File: config.mk
export PLATFORM = sky130hd
export DESIGN_NAME = rx_uart_flat
export DESIGN_NICKNAME = d
export VERILOG_FILES = /design/src/rtl/rx_uart_if.sv /design/src/rtl/rx_uart.sv /design/src/flat_wrapper.sv
export SDC_FILE = /design/constraint.sdc
export NUM_CORES = 1
export LEC_CHECK = 0
export CAP_MARGIN = 30
export CORE_MARGIN = 3
export CORE_UTILIZATION = 51
export DETAILED_ROUTE_END_ITERATION = 8
export GPL_TIMING_DRIVEN = 0
export PLACE_DENSITY = 0.75
export RECOVER_POWER = 25
export SYNTH_ARGS = -nofsm -noshare
export SYNTH_HDL_FRONTEND = slang
export SYNTH_SLANG_ARGS = --single-unit
File: constraint.sdc
create_clock -name clk -period 2 [get_ports clk]
set_input_delay 0.4 -clock clk [delete_from_list [all_inputs] [get_ports clk]]
set_output_delay 0.4 -clock clk [all_outputs]
set_load 0.02 [all_outputs]
File: src/rtl/rx_uart_if.sv
// Bundles the line-side inputs and the parallel word outputs of rx_uart.
// The master side drives the tick and line inputs; the slave side is the receiver.
interface rx_uart_if #(
    parameter int unsigned INPUT_DATA_WIDTH = 8
);
    logic                        sample_tick;
    logic                        serial_in;
    logic [INPUT_DATA_WIDTH-1:0] o_data;
    logic                        o_valid;
    logic                        o_parity_err;
    logic                        o_frame_err;
    logic                        o_busy;

    modport master (
        output sample_tick, serial_in,
        input  o_data, o_valid, o_parity_err, o_frame_err, o_busy
    );

    modport slave (
        input  sample_tick, serial_in,
        output o_data, o_valid, o_parity_err, o_frame_err, o_busy
    );
endinterface

File: src/rtl/rx_uart.sv
// Oversampling UART receiver: start + LSB-first data + optional even parity + stop.
// Define RX_MAJORITY_VOTE_EN for 2-of-3 voting around each bit centre.
module rx_uart #(
    parameter int unsigned INPUT_DATA_WIDTH = 8,
    parameter int unsigned PARITY_ENABLED   = 1,
    parameter int unsigned OVERSAMPLE       = 16
) (
    input logic     clk,
    input logic     reset,
    rx_uart_if.slave bus
);
    localparam int unsigned TW = $clog2(OVERSAMPLE);
    localparam int unsigned BW = (INPUT_DATA_WIDTH > 1) ? $clog2(INPUT_DATA_WIDTH) : 1;
`ifdef RX_MAJORITY_VOTE_EN
    localparam int unsigned START_PT = OVERSAMPLE / 2;
`else
    localparam int unsigned START_PT = OVERSAMPLE / 2 - 1;
`endif
    localparam logic [TW-1:0] START_CNT = TW'(START_PT);
    localparam logic [TW-1:0] BIT_CNT   = TW'(OVERSAMPLE - 1);
    localparam logic [BW-1:0] LAST_BIT  = BW'(INPUT_DATA_WIDTH - 1);

    typedef enum logic [2:0] {S_IDLE, S_START, S_DATA, S_PARITY, S_STOP} state_t;

    state_t                      state_q, state_d;
    logic                        armed_q, armed_d;
    logic [TW-1:0]               tcnt_q, tcnt_d;
    logic [BW-1:0]               bcnt_q, bcnt_d;
    logic [INPUT_DATA_WIDTH-1:0] shreg_q, shreg_d;
    logic                        par_q, par_d;
    logic [INPUT_DATA_WIDTH-1:0] data_q, data_d;
    logic                        valid_q, valid_d;
    logic                        perr_q, perr_d;
    logic                        ferr_q, ferr_d;
    logic [1:0]                  sync_q;
    logic                        rx_s;
    logic                        sample;

    assign rx_s = sync_q[1];

    always_ff @(posedge clk or posedge reset) begin
        if (reset) sync_q <= '1;
        else       sync_q <= {sync_q[0], bus.serial_in};
    end

`ifdef RX_MAJORITY_VOTE_EN
    // Decision point is one tick past centre, so history holds centre-1 and centre.
    logic [1:0] hist_q;

    always_ff @(posedge clk or posedge reset) begin
        if (reset)                hist_q <= '1;
        else if (bus.sample_tick) hist_q <= {hist_q[0], rx_s};
    end

    assign sample = (hist_q[1] & hist_q[0]) | (hist_q[1] & rx_s) | (hist_q[0] & rx_s);
`else
    assign sample = rx_s;
`endif

    always_ff @(posedge clk or posedge reset) begin
        if (reset) begin
            state_q <= S_IDLE;
            armed_q <= 1'b0;
            tcnt_q  <= '0;
            bcnt_q  <= '0;
            shreg_q <= '0;
            par_q   <= 1'b0;
            data_q  <= '0;
            valid_q <= 1'b0;
            perr_q  <= 1'b0;
            ferr_q  <= 1'b0;
        end else begin
            state_q <= state_d;
            armed_q <= armed_d;
            tcnt_q  <= tcnt_d;
            bcnt_q  <= bcnt_d;
            shreg_q <= shreg_d;
            par_q   <= par_d;
            data_q  <= data_d;
            valid_q <= valid_d;
            perr_q  <= perr_d;
            ferr_q  <= ferr_d;
        end
    end

    always_comb begin
        state_d = state_q;
        armed_d = armed_q;
        tcnt_d  = tcnt_q;
        bcnt_d  = bcnt_q;
        shreg_d = shreg_q;
        par_d   = par_q;
        data_d  = data_q;
        valid_d = 1'b0;
        perr_d  = perr_q;
        ferr_d  = ferr_q;

        if (bus.sample_tick) begin
            unique case (state_q)
                S_IDLE: begin
                    if (rx_s) begin
                        armed_d = 1'b1;
                    end else if (armed_q) begin
                        state_d = S_START;
                        tcnt_d  = '0;
                    end
                end
                S_START: begin
                    if (tcnt_q == START_CNT) begin
                        if (sample) begin
                            state_d = S_IDLE;
                        end else begin
                            state_d = S_DATA;
                            tcnt_d  = '0;
                            bcnt_d  = '0;
                            par_d   = 1'b0;
                        end
                    end else begin
                        tcnt_d = tcnt_q + TW'(1);
                    end
                end
                S_DATA: begin
                    if (tcnt_q == BIT_CNT) begin
                        tcnt_d = '0;
                        shreg_d = shreg_q >> 1;
                        shreg_d[INPUT_DATA_WIDTH-1] = sample;
                        if (bcnt_q == LAST_BIT)
                            state_d = (PARITY_ENABLED != 0) ? S_PARITY : S_STOP;
                        else
                            bcnt_d = bcnt_q + BW'(1);
                    end else begin
                        tcnt_d = tcnt_q + TW'(1);
                    end
                end
                S_PARITY: begin
                    if (tcnt_q == BIT_CNT) begin
                        tcnt_d  = '0;
                        par_d   = (^shreg_q) ^ sample;
                        state_d = S_STOP;
                    end else begin
                        tcnt_d = tcnt_q + TW'(1);
                    end
                end
                S_STOP: begin
                    if (tcnt_q == BIT_CNT) begin
                        tcnt_d  = '0;
                        data_d  = shreg_q;
                        perr_d  = (PARITY_ENABLED != 0) && par_q;
                        ferr_d  = ~sample;
                        valid_d = 1'b1;
                        armed_d = sample;
                        state_d = S_IDLE;
                    end else begin
                        tcnt_d = tcnt_q + TW'(1);
                    end
                end
                default: state_d = S_IDLE;
            endcase
        end
    end

    assign bus.o_data       = data_q;
    assign bus.o_valid      = valid_q;
    assign bus.o_parity_err = perr_q;
    assign bus.o_frame_err  = ferr_q;
    assign bus.o_busy       = (state_q != S_IDLE);
endmodule

File: src/flat_wrapper.sv
// flat-port wrapper written by rule: the top's interface ports become plain ports
module rx_uart_flat 
#(
    parameter int unsigned INPUT_DATA_WIDTH = 8,
    parameter int unsigned PARITY_ENABLED   = 1,
    parameter int unsigned OVERSAMPLE       = 16
)
  (clk, reset, bus_sample_tick, bus_serial_in, bus_o_data, bus_o_valid, bus_o_parity_err, bus_o_frame_err, bus_o_busy);
  rx_uart_if #(.INPUT_DATA_WIDTH(INPUT_DATA_WIDTH)) bus_i ();
  input logic clk;
  input logic reset;
  input wire logic [$bits(bus_i.sample_tick)-1:0] bus_sample_tick;
  input wire logic [$bits(bus_i.serial_in)-1:0] bus_serial_in;
  output wire logic [$bits(bus_i.o_data)-1:0] bus_o_data;
  output wire logic [$bits(bus_i.o_valid)-1:0] bus_o_valid;
  output wire logic [$bits(bus_i.o_parity_err)-1:0] bus_o_parity_err;
  output wire logic [$bits(bus_i.o_frame_err)-1:0] bus_o_frame_err;
  output wire logic [$bits(bus_i.o_busy)-1:0] bus_o_busy;
  assign bus_i.sample_tick = bus_sample_tick;
  assign bus_i.serial_in = bus_serial_in;
  assign bus_o_data = bus_i.o_data;
  assign bus_o_valid = bus_i.o_valid;
  assign bus_o_parity_err = bus_i.o_parity_err;
  assign bus_o_frame_err = bus_i.o_frame_err;
  assign bus_o_busy = bus_i.o_busy;
  rx_uart #(.INPUT_DATA_WIDTH(INPUT_DATA_WIDTH), .PARITY_ENABLED(PARITY_ENABLED), .OVERSAMPLE(OVERSAMPLE)) u_core (.clk(clk), .reset(reset), .bus(bus_i));
endmodule
# Word level (Yosys, flattened, before mapping)
# Cells that the tools add are included.
# word_totals
regBits	33
latch_bits	0
ramBits	0
romBits	0
input_bits	4
out_inout_bits	12
mem_count	0
# classes
addsub	2
mul	0
div	0
order_cmp	0
n_eq_ne	18
shifts	0
muxes	30
n_bitwise	2
reduce_logical	15
# ops
operator	count
two-way mux 3 bit	11
two-way mux 4 bit	5
case mux 3 bit (5 select lines)	1
inequality test 2 x 1 -> 1 bit, second input constant	7
case mux 4 bit (3 select lines)	1
AND reduction 5 bit	2
two-way mux 1 bit	8
AND reduction 8 bit	1
parity 8 bit	1
== test 3 x 2 -> 1 bit, second input constant	2
== test 3 bit, second input constant	2
inequality test 2 bit, second input constant	3
case mux 3 bit (2 select lines)	1
AND reduction 3 bit	2
AND reduction 6 bit	1
nonzero test 2 bit	3
nonzero test 3 bit	2
adder 4 x 1 -> 4 bit, second input constant	1
== test 4 x 3 -> 1 bit, second input constant	1
== test 4 bit, second input constant	1
case mux 1 bit (2 select lines)	2
AND reduction 4 bit	1
adder 3 x 1 -> 3 bit, second input constant	1
== test 3 x 1 -> 1 bit, second input constant	1
other kinds (6)	6

# Longest topological paths before layout
# depth
depth_word	4
mapped_depth	7

# Worst setup path after synthesis
# No wires, ideal clock.
# synth_timing
kind	reg2reg
start	register u_core.tcnt_q[0]
end	register u_core.shreg_q[0]
setup_time_ns	0.125
t_arrival_ns	1.535
required_ns	1.875
setup_slack_ns	0.340
stages_incl_launch_ff	7
period_less_slack_ns	1.660
path_cell_list	dfrtp_1 -> ha_1 -> and3_1 -> buf_6 -> nand2_4 -> nor3_4 -> mux2_2
# synth_via
elab_chain_len	2
# synth_lines
item	line_no	text
from (decl)	rx_uart.sv:27	logic [TW-1:0] tcnt_q, tcnt_d;
from (signal assigned)	rx_uart.sv:75	tcnt_q <= tcnt_d;
== test 4 bit	rx_uart.sv:123	if (tcnt_q == BIT_CNT) begin
AND reduction 3 bit (no line)	-	
to (signal assigned)	rx_uart.sv:77	shreg_q <= shreg_d;
to (decl)	rx_uart.sv:29	logic [INPUT_DATA_WIDTH-1:0] shreg_q, shreg_d;
# Every way passes these cells.
# A chain may end at the register's enable or synchronous reset.

# Worst setup path after layout
# layout_timing
start	register u_core.state_q[0]
end	output bus_o_busy
# layout_via
elab_chain_len	1
# layout_lines
item	line_no	text
from (decl)	rx_uart.sv:25	state_t state_q, state_d;
from (signal assigned)	rx_uart.sv:73	state_q <= state_d;
nonzero test 3 bit	rx_uart.sv:166	assign bus.o_busy = (state_q != S_IDLE);
to (decl)	flat_wrapper.sv:18	output wire logic [$bits(bus_i.o_busy)-1:0] bus_o_busy;
# Every way passes these cells.

==> results.py <==
metrics = {
    "run_status": {
        "outcome": "finished clean",
    },
    "grt": {
        "grt_antenna_before_repair": 0,
        "grt_pass1_wl_mm": 5.55,
        "grt_usage_pct": 18.0,
        "grt_max_degree": 21,
        "grt_pass1_vias": 1205,
        "gr-total-overflow": 0,
    },
    "timing": {
        "timing.fmax_mhz": 522,
        "period_needed_ns": 1.92,
        "timing.setup.tns_ns": 0,
        "finalSetupViolations": 0,
        "worst_pin_slew_ns": 0.604,
        "drv_slew": 0,
        "final-hold-violation-count": 0,
        "grt_setup_unrepaired": "false",
        "relSlewSlack_pct": 59.7,
        "clock_skew_ns": 0.00782,
        "fin_crit_sh_pct": 95.8,
    },
    "hold_path": {
        "whs_path_depth": 3,
        "hold_path_class": "in2reg",
        "min-delay-start": "bus_sample_tick",
        "holdPathEnd": "u_core.bus.o_valid",
    },
    "detailed_routing": {
        "firstDrtPassIters": 4,
        "vias_per_cell": 5.43,
        "drc": 0,
        "wl_per_cell_um": 14.5,
        "ant_nets": 0,
        "wirelength_mm": 3.04,
        "dr.first_iter.drc_count": 46,
        "vias": 1140,
    },
    "cells_and_area": {
        "antenna_cells": 0,
        "fin_nets": 172,
        "final.fill_count": 271,
        "drive_gt1_share_pct": 32.5,
        "area_growth_pct": 18.4,
        "final_cells": 210,
    },
    "synth": {
        "synth_area_per_cell_sq_um": 11.8,
        "syn_inst": 142,
        "async_flop_share_pct": 100,
        "syn_area_sq_mm": 0.00168,
        "synth_edf_count": 0,
        "synth-main-ff-cell": "dfrtp_1",
        "yosys_warnings": 0,
        "postSynthRegisterBits": 33,
        "yosysSeqAreaShare_pct": 49.3,
        "synth.distinct_cells": 40,
        "synth_nets": 149,
    },
    "worst_setup_path": {
        "r2r-start": "u_core.tcnt_q[0]",
        "cp.required_ns": 1.60,
        "reg2reg_setup_slack_ns": 0.15,
        "crit_fanout": 6,
        "worstPathArrival_ns": 1.52,
        "critPathLaunchType": "flip-flop",
        "rr_worst_depth": 7,
        "r2r-end": "u_core.shreg_q[7]",
        "worst_setup_path_end_kind": "output pin",
        "worstSetupPathType": "reg2out",
    },
    "placement": {
        "dp.cells": 201,
        "dp_hpwl_mm": 2.16,
        "port_buffers": 14,
        "gp_congestion": 0.776,
    },
    "clocking": {
        "root_buffer": "clkbuf_4",
        "cts_tree": "done",
        "clk_latency_ns": 0.34,
        "cts_hold_buf": 0,
        "cts_buffer_depth": 2,
        "h-tree-depth": 2,
        "clk_pin_slew_ns": 0.11,
        "numCtsBuffers": 5,
        "cts.sinks": 33,
    },
    "floorplanning": {
        "start_util_pct": 54.1,
        "num_rows": 20,
        "ios": 16,
        "die_h_um": 63.4,
        "die_x_um": 63.4,
        "core-area_sq_mm": 0.00310,
        "dieArea_sq_mm": 0.00402,
    },
    "flow_run": {
        "cap_violations": 0,
    },
    "pwr": {
        "p_per_area_mw_per_mm2": 1180,
        "ir_worst_vdd_uv": 632,
        "p_leak_nw": 0.900,
    },
}
-- sequential cells by signal, indices dropped and copies added (netlist names) --
name and count:
u_core.tcnt_q 4, u_core.sync_q 2, u_core.shreg_q 8, u_core.bus.o_frame_err 1
u_core.bus.o_valid 1, u_core.bcnt_q 3, u_core.armed_q 1, u_core.state_q 3
u_core.par_q 1, u_core.bus.o_data 8, u_core.bus.o_parity_err 1
-- Yosys cell counts (2+ instances only) --
master	number	area share, %
mux2_2	20	13
nor2_1	5	1.1
xor2_1	2	1.0
a21oi_1	4	1.2
o22ai_1	2	0.75
dfstp_2	2	3.1
buf_6	3	2.0
o21ai_0	8	2.4
nand3_1	6	1.8
a31oi_1	3	1.1
ha_1	3	2.2
xnor2_1	8	4.2
and3_1	2	0.75
dfrtp_1	31	46
mux2i_1	2	1.2
buf_4	5	2.2
nand4_1	3	1.1
inv_1	5	1.1
nand2_1	7	1.6
-- layout by cell type (no fill, tap or decap), drive strengths merged, types with 2 or more instances in the layout --
| master | count |
|---|---|
| dlygate4sd3 | 2 |
| clkbuf | 6 |
| nand2 | 8 |
| o22ai | 2 |
| a21oi | 5 |
| and3 | 2 |
| dfstp | 2 |
| xor2 | 2 |
| mux2 | 20 |
| o21ai | 10 |
| nand4 | 3 |
| clkinv | 2 |
| inv | 5 |
| nand3 | 6 |
| nor2 | 6 |
| xnor2 | 8 |
| a31oi | 3 |
| mux2i | 2 |
| ha | 3 |
| dfrtp | 31 |
| buf | 10 |
| clkdlybuf4s50 | 11 |
-- worst max path at each step --
| stage | from | end | slack, ns | cells past startpoint |
|---|---|---|---|---|
| floorplan | u_core.tcnt_q[0] | u_core.shreg_q[0] | 0.34 | 6 |
| global placement | u_core.state_q[0] | bus_o_busy | 0.13 | 3 |
| global route | u_core.state_q[0] | bus_o_busy | 0.007 | 3 |
| detailed placement | u_core.state_q[0] | bus_o_busy | 0.12 | 3 |
| CTS | u_core.state_q[0] | bus_o_busy | 0.01 | 3 |
| finish | u_core.state_q[0] | bus_o_busy | 0.08 | 3 |
-- power breakdown --
| part | leakage, nW | switching (W) | internal [W] |
|---|---|---|---|
| clock network | 0.0310 | 0.000235 | 0.000132 |
| registers | 0.428 | 0.0000988 | 0.000804 |
| logic | 0.441 | 0.000571 | 0.000495 |
| total | 0.900 | 0.000905 | 0.00143 |
-- routing by layer --
metal / track usage, % / vias to the layer above / wire length, um
met4: 8.36 / 0 / 39
li1: - / 553 / -
met5: 0 / - / 0
met2: 28.9 / 28 / 1520
met3: 6.60 / 6 / 174
met1: 21.5 / 553 / 1310
-- critical path: stages (launching register included) --
cell and delay [ns]:
dfrtp_1 0.37, buf_4 0.15, or3_4 0.39, clkdlybuf4s15_2 0.27
-- per-stage QoR --
stage | area [sq um] | setup slack (ns) | hold slack [ns] | total power (W) | utilization, %
global route | 1990 | 0.00657 | 0.326 | 0.00254 | 64.1
detailed placement | 1900 | 0.116 | 0.352 | 0.00195 | 61.3
CTS | 1960 | 0.0132 | 0.325 | 0.00233 | 63.1
global placement | 1870 | 0.129 | 0.347 | 0.00191 | 60.4
finish | 1990 | 0.0835 | 0.347 | 0.00234 | 64.1
floorplan | 1680 | 0.340 | 0.345 | 0.00175 | -
-- kinds of logic after synthesis --
| group | after synthesis | share of synthesized area, % |
|---|---|---|
| XOR/XNOR | 10 | 5.22 |
| flip-flops | 33 | 49.3 |
| AO/OA/AOI/OAI | 27 | 11.6 |
| adder cells (fa/ha/maj) | 3 | 2.24 |
| buffers and inverters | 14 | 5.66 |
| multiplexers | 22 | 14.6 |
| AND/OR/NAND/NOR | 33 | 11.3 |
-- cell type report --
type / instances / area [sq um] / share of cell area (%)
flip-flops and latches: 33 / 828 / 41.7
multi-input cells: 95 / 766 / 38.5
repair buffers: 16 / 189 / 9.50
plain buffers: 9 / 76.3 / 3.84
well taps: 44 / 55.1 / 2.77
clock buffers: 5 / 37.5 / 1.89
inverters: 5 / 18.8 / 0.944
clock inverters: 3 / 17.5 / 0.881
-- what timing repair did --
action | CTS | global route
pin swaps | 0 | 1
resized for setup | 3 | 2
endpoints found under the setup margin | 1 | 7
buffers inserted | 0 | 1
No activity file was read; power rests on OpenSTA's default activity.
==> patch, RTL diff (same settings) <==
Re-encode `state_t` (5 states) as one-hot, 5 bits wide.
--- a/src/rtl/rx_uart.sv
+++ b/src/rtl/rx_uart.sv
@@ -21,5 +21,5 @@
     localparam logic [BW-1:0] LAST_BIT  = BW'(INPUT_DATA_WIDTH - 1);
 
-    typedef enum logic [2:0] {S_IDLE, S_START, S_DATA, S_PARITY, S_STOP} state_t;
+    typedef enum logic [4:0] {S_IDLE = 5'b00001, S_START = 5'b00010, S_DATA = 5'b00100, S_PARITY = 5'b01000, S_STOP = 5'b10000} state_t;
 
     state_t                      state_q, state_d;
Function: no difference found for any inputs over 10 cycles, from zero or initial values and one cycle with reset high; not proved beyond that.
==> patch against the original RTL <==
  * The flow now finishes with violations (negative setup slack)
  * First-iteration DRC count grew 110%
  * Synthesized area grew 5.8%
  * Sequential cell count grew 2
  * Cell area grew 13%
  * Setup slack lost 370 ps
  * Routed wire length grew 28%
  * Sequential share of layout area shrank 2.6 points
  * Power grew 1.3%
  * Critical endpoint is now u_core.par_q$_DFFE_PP0P_
  * Largest cell class is now multi-input gates
==> patch: results (changes against the original RTL) <==
| Metric | Value |
|---|---|
| Outcome | `complete, but fails checks` |
| Failing checks | `negative setup slack` |
| CP Max Fanout | `5 (-1)` |
| DP Worst Slack | `-351 ps (-466 ps)` |
| Post-synth top cells | `dfrtp_1 (32), mux2_2 (21), xnor2_1 (8)` |
| Port bufs | `15 (+1)` |
| Top class by area | `multi-input gates` |
| Placed cell area | `0.00203 mm^2 (+6.9%)` |
| Complex-gate fraction of the synthesized area | `12.4% (+0.77 points)` |
| Multiplexer share of the synthesized area | `14.4% (-0.17 points)` |
| CP peak stage delay | `470 ps (+80 ps)` |
| Routed WL per cell | `16.7 um (+16%)` |
| Critical path's slowest cell | `or4_4` |
| Hpwl dp | `2560 um (+18%)` |
| Sequential share of the synthesized area | `49.5% (+0.18 points)` |
| Bufs w/o clock | `35 (+40%)` |
| Seq area share | `39.1% (-2.6 points)` |
| Post-route setup slack | `-285 ps (-368 ps)` |
| Synth Area in Adders | `2.11% (-0.12 points)` |
| DRT iter0 DRCs | `97 (+110%)` |
| Fraction of area in multi-input gates | `40.5% (+2.0 points)` |
| Clock buffer cells | `7 (+2)` |
| Distinct cells, synth | `43 (+7.5%)` |
| Finish-stage setup viols | `23 (+23)` |
| Sink Count | `35 (+6.1%)` |
| Xor and xnor area share after synthesis | `4.44% (-0.78 points)` |
| Critical Path AT | `2510 ps (+990 ps)` |
| Syn avg cell area | `11.5 um^2 (-3.1%)` |
| Syn Nets | `162 (+8.7%)` |
| Leakage Power | `1.02 nW (+13%)` |
| Non-Filler Instances | `232 (+10%)` |
| Resized cells post-CTS | `22 (+19)` |
| First-pass GRT wire length | `6410 um (+16%)` |
| Number of global-route vias before repair | `1,366 (+13%)` |
| Vias | `1,333 (+17%)` |
==> patch: path summary, 6_finish.rpt <==
check | depth (start not counted) | slack [ps] | end | startpoint
max in group asynchronous | 3 | 680 | u_core.sync_q[0]$_DFF_PP1_ | reset
setup reg to reg | 7 | -280 | u_core.par_q$_DFFE_PP0P_ | u_core.state_q[2]$_DFFE_PP0P_
hold / removal | 0 | 360 | u_core.sync_q[1]$_DFF_PP1_ | u_core.sync_q[0]$_DFF_PP1_
hold reg to reg | 0 | 360 | u_core.sync_q[1]$_DFF_PP1_ | u_core.sync_q[0]$_DFF_PP1_
setup / recovery | 7 | -280 | u_core.par_q$_DFFE_PP0P_ | u_core.state_q[2]$_DFFE_PP0P_
min in group asynchronous | 2 | 670 | u_core.bus.o_frame_err$_DFFE_PP0P_ | reset
==> patch: metrics by stage <==
step | hold slack [ps] | utilization, % | total power [W] | TNS, ps
after floorplan | 345 | - | 0.00146 | -964
final | 360 | 70.9 | 0.00237 | -3940
after global routing | 371 | 70.9 | 0.00250 | -6060
after detailed placement | 347 | 64.0 | 0.00166 | -6600
after global placement | 346 | 63.1 | 0.00160 | -5360
after CTS | 362 | 68.4 | 0.00220 | -3100
==> patch: worst reg2reg max path, stage by stage (launching register included) <==
cell	delay (ps)
dfrtp_1	420
buf_6	130
buf_6	120
or4_4	470
or4_4	450
a21boi_2	170
o21a_1	190
a31o_2	210
==> patch: layer usage <==
layer	wire, um	global-route usage [%]	up-vias
li1	-	-	617
met1	1640	24.3	644
met2	1890	32.8	58
met3	256	6.76	14
met4	93	7.51	0
met5	0	0	-
==> patch: where the power goes <==
group	total (W)	leakage, nW	switching [W]	internal [W]
clock network	0.000405	0.0353	0.000234	0.000170
logic	0.00110	0.511	0.000547	0.000551
registers	0.000865	0.470	0.0000759	0.000789
total	0.00237	1.02	0.000857	0.00151
